[src/rtl/mem_arb_pkg.sv]
// Shared types and constants for the memory port arbiter.
package mem_arb_pkg;

    typedef enum logic [1:0] {
        ARB_IDLE   = 2'd0,
        ARB_ACCESS = 2'd1,
        ARB_DONE   = 2'd2
    } arb_state_t;

    typedef enum logic {
        OWN_IF = 1'b0,
        OWN_D  = 1'b1
    } arb_owner_t;

    localparam int MEM_LATENCY_DEFAULT = 3;

    // Wait-counter width: enough to hold MEM_LATENCY-1, never narrower than 1 bit.
    function automatic int wait_cnt_width(input int latency);
        if (latency <= 2) begin
            return 1;
        end
        return $clog2(latency);
    endfunction

endpackage

[src/rtl/mem_wait_counter.sv]
// Loadable down-counter that times the memory access window.
// It stops at zero; tc is high whenever the count is zero.
module mem_wait_counter #(
    parameter int WIDTH = 2
) (
    input  logic             clk,
    input  logic             rst_n,
    input  logic             load,
    input  logic [WIDTH-1:0] load_val,
    input  logic             dec,
    output logic [WIDTH-1:0] count,
    output logic             tc
);

    // Load takes precedence over decrement; saturate at zero.
    always_ff @(posedge clk or negedge rst_n) begin
        if (!rst_n) begin
            count <= '0;
        end else if (load) begin
            count <= load_val;
        end else if (dec && (count != '0)) begin
            count <= count - WIDTH'(1);
        end
    end

    assign tc = (count == '0);

endmodule

[src/rtl/mem_port_arbiter.sv]
// Arbitrates the single-port memory between the fetch (IF) and data (D)
// requesters with a request/grant/done handshake and a counted access window.
//
// State table:
//   ARB_IDLE   | no owner; sample requests and pick an owner
//   ARB_ACCESS | owner's address/wr/wdata driven to memory for MEM_LATENCY cycles
//   ARB_DONE   | write enable dropped, owner's done pulses, read data captured
//
// Build option: define MEM_ARB_RR_EN to make ties alternate between the two
// requesters (round robin); otherwise D always wins a tie.
module mem_port_arbiter
    import mem_arb_pkg::*;
#(
    parameter int ADDR_W      = 32,
    parameter int DATA_W      = 32,
    parameter int MEM_LATENCY = MEM_LATENCY_DEFAULT
) (
    input  logic              Clk,
    input  logic              Reset_signal,
    input  logic              If_req,
    input  logic [ADDR_W-1:0] If_addr,
    output logic              If_gnt,
    output logic              If_done,
    output logic [DATA_W-1:0] If_rdata,
    input  logic              D_req,
    input  logic              D_wr,
    input  logic [ADDR_W-1:0] D_addr,
    input  logic [DATA_W-1:0] D_wdata,
    output logic              D_gnt,
    output logic              D_done,
    output logic [DATA_W-1:0] D_rdata,
    output logic [ADDR_W-1:0] Mem_addr,
    output logic              Mem_wr,
    output logic [DATA_W-1:0] Mem_wdata,
    input  logic [DATA_W-1:0] Mem_rdata,
    output logic              Busy,
    output logic [1:0]        StateOut
);

    localparam int              CNT_W    = wait_cnt_width(MEM_LATENCY);
    localparam logic [CNT_W-1:0] CNT_LOAD = CNT_W'(MEM_LATENCY - 1);

    arb_state_t        state;
    arb_state_t        state_nxt;
    arb_owner_t        owner;
    arb_owner_t        sel_owner;
    logic              start;
    logic [ADDR_W-1:0] lat_addr;
    logic              lat_wr;
    logic [DATA_W-1:0] lat_wdata;
    logic [CNT_W-1:0]  wait_cnt;
    logic              wait_tc;
    logic              in_access;
    logic              in_done;

    assign start     = (state == ARB_IDLE) && (If_req || D_req);
    assign in_access = (state == ARB_ACCESS);
    assign in_done   = (state == ARB_DONE);

`ifdef MEM_ARB_RR_EN
    arb_owner_t last_owner;

    // Remember who was granted most recently so the other side wins the next tie.
    always_ff @(posedge Clk or negedge Reset_signal) begin
        if (!Reset_signal) begin
            last_owner <= OWN_D;
        end else if (start) begin
            last_owner <= sel_owner;
        end
    end

    // Round-robin owner selection; a lone requester always wins.
    always_comb begin
        sel_owner = OWN_IF;
        if (D_req && If_req) begin
            sel_owner = (last_owner == OWN_D) ? OWN_IF : OWN_D;
        end else if (D_req) begin
            sel_owner = OWN_D;
        end
    end
`else
    // Fixed priority: D wins whenever it is requesting.
    always_comb begin
        sel_owner = OWN_IF;
        if (D_req) begin
            sel_owner = OWN_D;
        end
    end
`endif

    mem_wait_counter #(
        .WIDTH (CNT_W)
    ) u_wait_counter (
        .clk      (Clk),
        .rst_n    (Reset_signal),
        .load     (start),
        .load_val (CNT_LOAD),
        .dec      (in_access),
        .count    (wait_cnt),
        .tc       (wait_tc)
    );

    // State register.
    always_ff @(posedge Clk or negedge Reset_signal) begin
        if (!Reset_signal) begin
            state <= ARB_IDLE;
        end else begin
            state <= state_nxt;
        end
    end

    // Next-state logic.
    always_comb begin
        state_nxt = state;
        case (state)
            ARB_IDLE: begin
                if (start) begin
                    state_nxt = ARB_ACCESS;
                end
            end
            ARB_ACCESS: begin
                if (wait_tc) begin
                    state_nxt = ARB_DONE;
                end
            end
            ARB_DONE: begin
                state_nxt = ARB_IDLE;
            end
            default: begin
                state_nxt = ARB_IDLE;
            end
        endcase
    end

    // Capture the winning requester's transaction at arbitration; fetches are reads
    // with no write data.
    always_ff @(posedge Clk or negedge Reset_signal) begin
        if (!Reset_signal) begin
            owner     <= OWN_IF;
            lat_addr  <= '0;
            lat_wr    <= 1'b0;
            lat_wdata <= '0;
        end else if (start) begin
            owner <= sel_owner;
            if (sel_owner == OWN_D) begin
                lat_addr  <= D_addr;
                lat_wr    <= D_wr;
                lat_wdata <= D_wdata;
            end else begin
                lat_addr  <= If_addr;
                lat_wr    <= 1'b0;
                lat_wdata <= '0;
            end
        end
    end

    // Read data is taken at the edge leaving DONE, into the owner's register only.
    always_ff @(posedge Clk or negedge Reset_signal) begin
        if (!Reset_signal) begin
            If_rdata <= '0;
            D_rdata  <= '0;
        end else if (in_done && !lat_wr) begin
            if (owner == OWN_D) begin
                D_rdata <= Mem_rdata;
            end else begin
                If_rdata <= Mem_rdata;
            end
        end
    end

    // Memory pins, handshake and status outputs decoded from the registered state.
    always_comb begin
        Mem_addr  = '0;
        Mem_wdata = '0;
        Mem_wr    = 1'b0;
        If_gnt    = 1'b0;
        D_gnt     = 1'b0;
        If_done   = 1'b0;
        D_done    = 1'b0;
        if (in_access || in_done) begin
            Mem_addr  = lat_addr;
            Mem_wdata = lat_wdata;
            Mem_wr    = in_access && lat_wr;
            If_gnt    = (owner == OWN_IF);
            D_gnt     = (owner == OWN_D);
            If_done   = in_done && (owner == OWN_IF);
            D_done    = in_done && (owner == OWN_D);
        end
    end

    assign Busy     = (state != ARB_IDLE);
    assign StateOut = state;

endmodule

[config.mk]
export PLATFORM = sky130hd
export DESIGN_NAME = mem_port_arbiter
export DESIGN_NICKNAME = d
export VERILOG_FILES = /design/src/rtl/mem_arb_pkg.sv /design/src/rtl/mem_wait_counter.sv /design/src/rtl/mem_port_arbiter.sv
export SDC_FILE = /design/constraint.sdc
export NUM_CORES = 1
export LEC_CHECK = 0
export CORE_MARGIN = 2
export CORE_UTILIZATION = 42
export DETAILED_ROUTE_END_ITERATION = 8
export GPL_TIMING_DRIVEN = 0
export PLACE_DENSITY_LB_ADDON = 0.2
export SLEW_MARGIN = 20
export SYNTH_ARGS = -nofsm -noshare
export SYNTH_HDL_FRONTEND = slang
export SYNTH_HIERARCHICAL = 1
export SYNTH_SLANG_ARGS = --single-unit
[constraint.sdc]
create_clock -name Clk -period 2.85 [get_ports Clk]
set_input_delay 0.7125 -clock Clk [delete_from_list [all_inputs] [get_ports Clk]]
set_output_delay 0.7125 -clock Clk [all_outputs]
set_load 0.03 [all_outputs]
==> reports/results.ini, run 1 <==
[floorplanning]
core_area_sq_um=13880
start_util_pct=43.08
pin_count=269
die_x_um=123.3
num_rows=43
die_height_um=123.3
die_area_sq_um=15210

[logic_synthesis]
synth-async-reset-ratio_pct=100.0
synth_commonest_cells=dfrtp_1 (134), nand2_1 (104), and2_1 (66), mux2_2 (65), nand3_1 (33)
synth_compound_area_share_pct=3.390
synth-xor-area-share_pct=0
yosysUniqueCellTypes=27
ys_warn_count=6
ys_top_cells_by_area=dfrtp_1 (56%), mux2_2 (12%), and2_1 (6.9%), nand2_1 (6.5%), mux2i_1 (5.4%)
synthMuxAreaShare_pct=17.79
synth_nets=671
yosysTopAreaCell=dfrtp_1
postSynthCellCount=532
synth_area_sq_um=5979
synth_flop_cell=dfrtp_1
synthSimpleGateAreaFrac_pct=17.62
syn_avg_cell_area_sq_um=11.24
yosysMostFrequentCell=dfrtp_1
ys_ff_latch=134
synth_fa_ha_area_share_pct=1.255
seq_area_frac_synth_pct=56.08
synth_edf_count=0
synth_top_family_by_area=multiplexers
synth_top_area_share_pct=56.08

[power]
internal_power_mw=6.963
power_mw=12.06
p_seq_share_pct=27.3
p_per_area_nw_per_um2=1282
netSwitchingFraction_pct=42.25
p_clk_share_pct=19.1
power_frac_comb_pct=53.6
p_leak_nw=4.490
ir_drop_v=0.0005046
p_switching_mw=5.095

[clocking]
cts_root_buf=clkbuf_16
path_clk_slew_ns=0.05
cts_sinks=134
clkLatencyLatePin_ns=0.42
cts_buffers=17
clockBufferDepth=2
holdBufCountCts=0
cts_max_level=4
tritoncts=yes

[final_layout]
fin_nets=957
final_util_pct=67.76
seq_area_sq_um=3353
area_delta_synth_final_pct=57.29
fillerInstances=1055
multi_input_area_sq_um=2415
insertedDiodeCount=0
drive_above_1_share_pct=17.95

[sta]
rsz0062_at_grt=false
fin_crit_sh_pct=96.91
finalSetupTns_ns=0
min_period_ns=2.762
drv_slew=0
final_hold_viol_count=0
slew_headroom_pct=66.16
setup_viol=0
skew_ns=0.005710
fmax_mhz=362.1
tightest_slew_ns=0.5076
fin_hold_ws_ns=0.2342

[routing]
drt_wl_total_mm=16.84
wl_per_cell_um=16.67
ant_nets=0
vias=4921
drtIter0Drc=239
dr.pass1.iters=5
via_per_inst=4.872
drc=0

[critical_path]
crit_path_end_kind=output pin
r2r-start=StateOut[1]$_DFFE_PN0P_
cp-startpoint=StateOut[1]$_DFFE_PN0P_
cp_max_fo=10
cp-start-kind=flip-flop
r2r-end=u_wait_counter/count[1]$_DFFE_PN0P_
reg2reg_depth=8
path_class=reg2out
r2r_setup_slack_ns=0.65
critPathCapture=Mem_addr[18]
crit_required_ns=2.14
crit_arrival_ns=2.05

[global_route]
grt_max_degree=69
gr-total-overflow=0
grt_pass1_wl_mm=25.72
antenna_found_initial=0
grt_pass1_vias=5124
grt_usage_pct=22.26

[run_status]
outcome=completed

[place]
portBuffers=267
gp_congestion=0.8157
dp_hpwl_mm=12.67

[hold_path]
min_path_type=in2async

[run]
maxCapViolations=0

## layout make-up
class,count,area share [%]
Timing Repair Buffer,269,27.19
Inverter,6,0.2395
Clock buffer,22,5.042
Tap cell,180,2.395
Clock inverter,9,1.583
Multi-Input combinational cell,356,25.68
Buffer,34,2.222
Sequential cell,134,35.65
## metal layers
layer  up-vias  part of all wire (%)  GRT usage (%)
li1       2331                     -              -
met3        22                   8.5          7.703
met1      2373                    39          25.11
met2       195                    51          39.42
met5         -                     0              0
met4         0                   1.6          6.960
## power by group through the flow
stage                     Sequential (mW)  Combinational, mW  Clock (mW)
final                                3.29               6.46        2.31
after detailed placement             3.32               6.80           0
after global placement               3.26               6.68           0
after CTS                            3.29               6.61        2.34
after floorplan                      4.18               3.03           0
after global routing                 3.40               6.91        2.43
## how the worst min path moves through the flow
stage,startpoint,end,cells past startpoint
after CTS,Reset_signal,If_rdata[6]$_DFFE_PN0P_,1
after global placement,lat_wdata[0]$_DFFE_PN0P_,lat_wdata[0]$_DFFE_PN0P_,2
after detailed placement,lat_wdata[6]$_DFFE_PN0P_,lat_wdata[6]$_DFFE_PN0P_,2
after floorplan,Reset_signal,D_rdata[0]$_DFFE_PN0P_,0
final,Reset_signal,If_rdata[6]$_DFFE_PN0P_,1
after global routing,Reset_signal,If_rdata[6]$_DFFE_PN0P_,1
## state kept, by name, summed over array words and instances (netlist names)
register              flops
u_wait_counter/count      2
lat_addr                 32
StateOut                  2
D_rdata                  32
lat_wdata                32
If_rdata                 32
lat_wr                    1
owner                     1
## worst max-delay path, stage by stage (launching register included)
cell and delay, ns:
dfrtp_1 0.41, inv_2 0.09, ha_4 0.30, clkbuf_4 0.20, clkbuf_4 0.20, and2_1 0.14, clkdlybuf4s18_2 0.29
## stage by stage
| step | setup WS (ns) | cell area, sq um | instances |
|---|---|---|---|
| floorplan | 0.3807 | 5979 | 532 |
| global placement | -4.046 | 8877 | 979 |
| detailed placement | -0.3235 | 8910 | 980 |
| CTS | 0.002686 | 9509 | 1010 |
| global route | 0.01539 | 9405 | 1010 |
| finish | 0.08803 | 9405 | 1010 |
## placed cells by master, fill, tap and decap left out, types with 3 or more instances in the layout
master	instances
nor2b_1	3
clkbuf_8	3
dlygate4sd2_1	48
ha_1	5
clkbuf_2	4
bufinv_16	4
buf_4	7
nand2_1	104
mux2_2	65
and2_1	66
nand3_1	33
clkinv_2	4
clkbuf_16	17
clkbuf_4	3
o21ai_0	32
inv_1	5
clkbuf_1	7
dfrtp_1	134
clkdlybuf4s50_1	198
buf_2	29
buf_6	4
mux2i_1	32
## kinds of logic after synthesis
| family | Yosys count |
|---|---|
| compound gates | 36 |
| fa+ha+maj | 6 |
| buf+inv | 42 |
| flops | 134 |
| mux | 98 |
| other cells | 2 |
| simple gates | 214 |
## what timing repair did
| item | CTS | global route |
|---|---|---|
| hold endpoints to repair | 0 | 0 |
| resized for setup | 123 | 37 |
| pin swaps | 0 | 0 |
| buffers inserted | 1 | 0 |
| endpoints found under the setup margin | 69 | 30 |
(Power assumes the default switching activity.)
==> run 2: changes to the inputs <==
CORE_UTILIZATION = 30   (was 42)
HOLD_SLACK_MARGIN = 0.08   (was not set)
SYNTH_HIERARCHICAL = not set   (was 1)
==> run 2 against run 1 <==
Net effect: die area up 37%; power up 1.3%; first-iteration DRC count down 51%; core utilization down 19 points; non-clock buffer count up 2; cell count up 7.9%; synthesized cell count down 1.5%; sequential share of layout area down 0.11 points; hold slack worse by 0.0085 ns; highest routed layer unchanged.
==> reports/results.ini, run 2 <==
[power]
p_leak_nw=4.381
p_per_area_nw_per_um2=1295
netSwitchingFraction_pct=43.14
ir_drop_v=0.0005172
p_switching_mw=5.269
internal_power_mw=6.946
p_clk_share_pct=19.2
power_frac_comb_pct=53.5
p_seq_share_pct=27.3

[floorplanning]
die_x_um=144.5
core_area_sq_um=19400
num_rows=51
die_area_sq_um=20870
pin_count=269
start_util_pct=30.51
die_height_um=144.5

[clocking]
cts_sinks=134
path_clk_slew_ns=0.06
clkLatencyLatePin_ns=0.42
clockBufferDepth=2
tritoncts=yes
cts_buffers=17
cts_max_level=4
cts_root_buf=clkbuf_16
holdBufCountCts=0

[sta]
setup_viol=0
rsz0062_at_grt=true
tightest_slew_ns=0.5128
drv_slew=0
min_period_ns=2.741
final_hold_viol_count=0
slew_headroom_pct=65.81
skew_ns=0.008423
fmax_mhz=364.8
finalSetupTns_ns=0
fin_crit_sh_pct=96.17

[final_layout]
final_common_cell=clkdlybuf4s50_1
fin_area_sq_um=9435
area_delta_synth_final_pct=59.43
drive_above_1_share_pct=17.70
layout_common_cells=clkdlybuf4s50_1 (197), dfrtp_1 (134), nand2_1 (103), and2_1 (67), mux2_2 (46)
final_util_pct=48.64
insertedDiodeCount=0
fin_nets=951
final_cell_count_no_fill=1090

[routing]
wl_per_cell_um=15.92
drc=0
via_per_inst=4.471
vias=4873
ant_nets=0
drtIter0Drc=117
dr.pass1.iters=4
drt_wl_total_mm=17.35

[critical_path]
cp-start-kind=flip-flop
path_class=reg2out
slowest_stage=dlygate4sd2_1
crit_chain=inv_1, ha_4, clkbuf_8, and3_1, dlygate4sd2_1
crit_required_ns=2.14
crit_path_end_kind=output pin
reg2reg_depth=5
crit_arrival_ns=2.03
cp_max_fo=10
max_stage_delay_ns=0.43

[global_route]
globalRouteMet2Util_pct=28.34
busiest_layer=met2
grt_max_degree=72
grt_pass1_vias=5138
grt_util_met3_pct=6.391
grt_pass1_wl_mm=26.97
gr-total-overflow=0
grt_use_met1_pct=20.78
grt_usage_pct=17.02
antenna_found_initial=0

[logic_synthesis]
yosysTopAreaCell=dfrtp_1
ys_top_cells_by_area=dfrtp_1 (57%), mux2_2 (8.8%), and2_1 (7.1%), nand2_1 (6.5%), mux2i_1 (5.4%)
synth_edf_count=0
synth_area_sq_um=5918
syn_avg_cell_area_sq_um=11.29
ys_warn_count=0
yosysUniqueCellTypes=26
synth_nets=663
seq_area_frac_synth_pct=56.66
synth_commonest_cells=dfrtp_1 (134), nand2_1 (103), and2_1 (67), mux2_2 (46), nand3_1 (33)
ys_ff_latch=134
postSynthCellCount=524
synth-async-reset-ratio_pct=100.0
synth_flop_cell=dfrtp_1
yosysMostFrequentCell=dfrtp_1
synth_top_area_share_pct=56.66

[place]
gp_congestion=0.7722
portBuffers=267
dp_hpwl_mm=13.34
place_area_sq_um=8955
dp.cells=1057

[run_status]
outcome=completed

[hold_path]
min_path_type=in2async

[run]
maxCapViolations=0

-- run 2: cell types whose count changed after synthesis, moves of 2 or more --
cell / delta
inv_1: -2
nor2b_1: -2
mux2_2: -19
mux2_1: +19
or4b_1: -2
conb_1: -2
-- run 2: critical path, delay by kind of cell (launching register included) --
kind	cells	cell delay, ns
adders and majority gates	1	0.33
and+or+nand+nor	1	0.15
DFF	1	0.40
buffers and inverters	3	0.75
-- run 2: routing by layer --
layer	wire, um	vias up
li1	-	2314
met1	7340	2345
met2	8181	198
met3	1584	16
met4	242	0
met5	0	-
-- run 2: logic make-up (layout without fill, tap and decap cells) --
logic type / count (synthesis) / after routing / synth area share (%)
compound gates: 35 / 35 / 3.129
fa+ha+maj: 6 / 6 / 1.268
flops: 134 / 134 / 56.66
mux: 98 / 98 / 17.97
buf+inv: 41 / 342 / 3.594
xor+xnor: 1 / 1 / 0.1480
simple gates: 209 / 209 / 17.23
-- run 2: stage by stage --
step                worst slack, ns  power, mW  hold slack, ns
floorplan                    0.3807      7.289          0.4169
global placement             -4.173      10.19          0.4433
detailed placement          -0.6130      10.32          0.4493
CTS                        0.002810      12.49          0.2385
global route             -0.0009828      13.03          0.2450
finish                       0.1091      12.21          0.2257
-- run 2: area by class of cell --
type,count,area (sq um)
inverter,5,18.77
buffer,36,219.0
timing repair buffer,269,2519
multi-input combinational,349,2365
clock buffer,19,432.9
sequential,134,3353
tap,265,331.6
clock inverter,13,196.4
fill,1866,9963
-- run 2: power by group through the flow --
stage / clock (mW) / combinational, mW / sequential [mW]
after floorplan: 0 / 3.05 / 4.24
after global placement: 0 / 6.87 / 3.32
after detailed placement: 0 / 6.95 / 3.38
after CTS: 2.40 / 6.74 / 3.34
after global routing: 2.48 / 7.08 / 3.47
final: 2.34 / 6.54 / 3.33
-- run 2: final timing paths --
| check | from | to | slack [ns] |
|---|---|---|---|
| setup / recovery | StateOut[1]$_DFFE_PN0P_ | D_done | 0.11 |
| hold / removal | Reset_signal | If_rdata[13]$_DFFE_PN0P_ | 0.23 |
| setup reg to reg | StateOut[0]$_DFFE_PN0P_ | If_rdata[1]$_DFFE_PN0P_ | 0.98 |
| hold reg to reg | lat_wdata[20]$_DFFE_PN0P_ | lat_wdata[20]$_DFFE_PN0P_ | 0.46 |
| max in group asynchronous | Reset_signal | lat_addr[25]$_DFFE_PN0P_ | 1.88 |
| min in group Clk | lat_wdata[20]$_DFFE_PN0P_ | lat_wdata[20]$_DFFE_PN0P_ | 0.46 |
-- run 2: what timing repair did --
action | 4_1_cts | 5_1_grt
gates resized for setup | 132 | 78
setup buffers | 1 | 0
endpoints found under the setup margin | 68 | 49
==> run 3: changes to the inputs <==
CAP_MARGIN = 10   (was not set)
==> results of run 3 <==
Same layout as run 2: the final DEF is identical, and so are final timing and power.
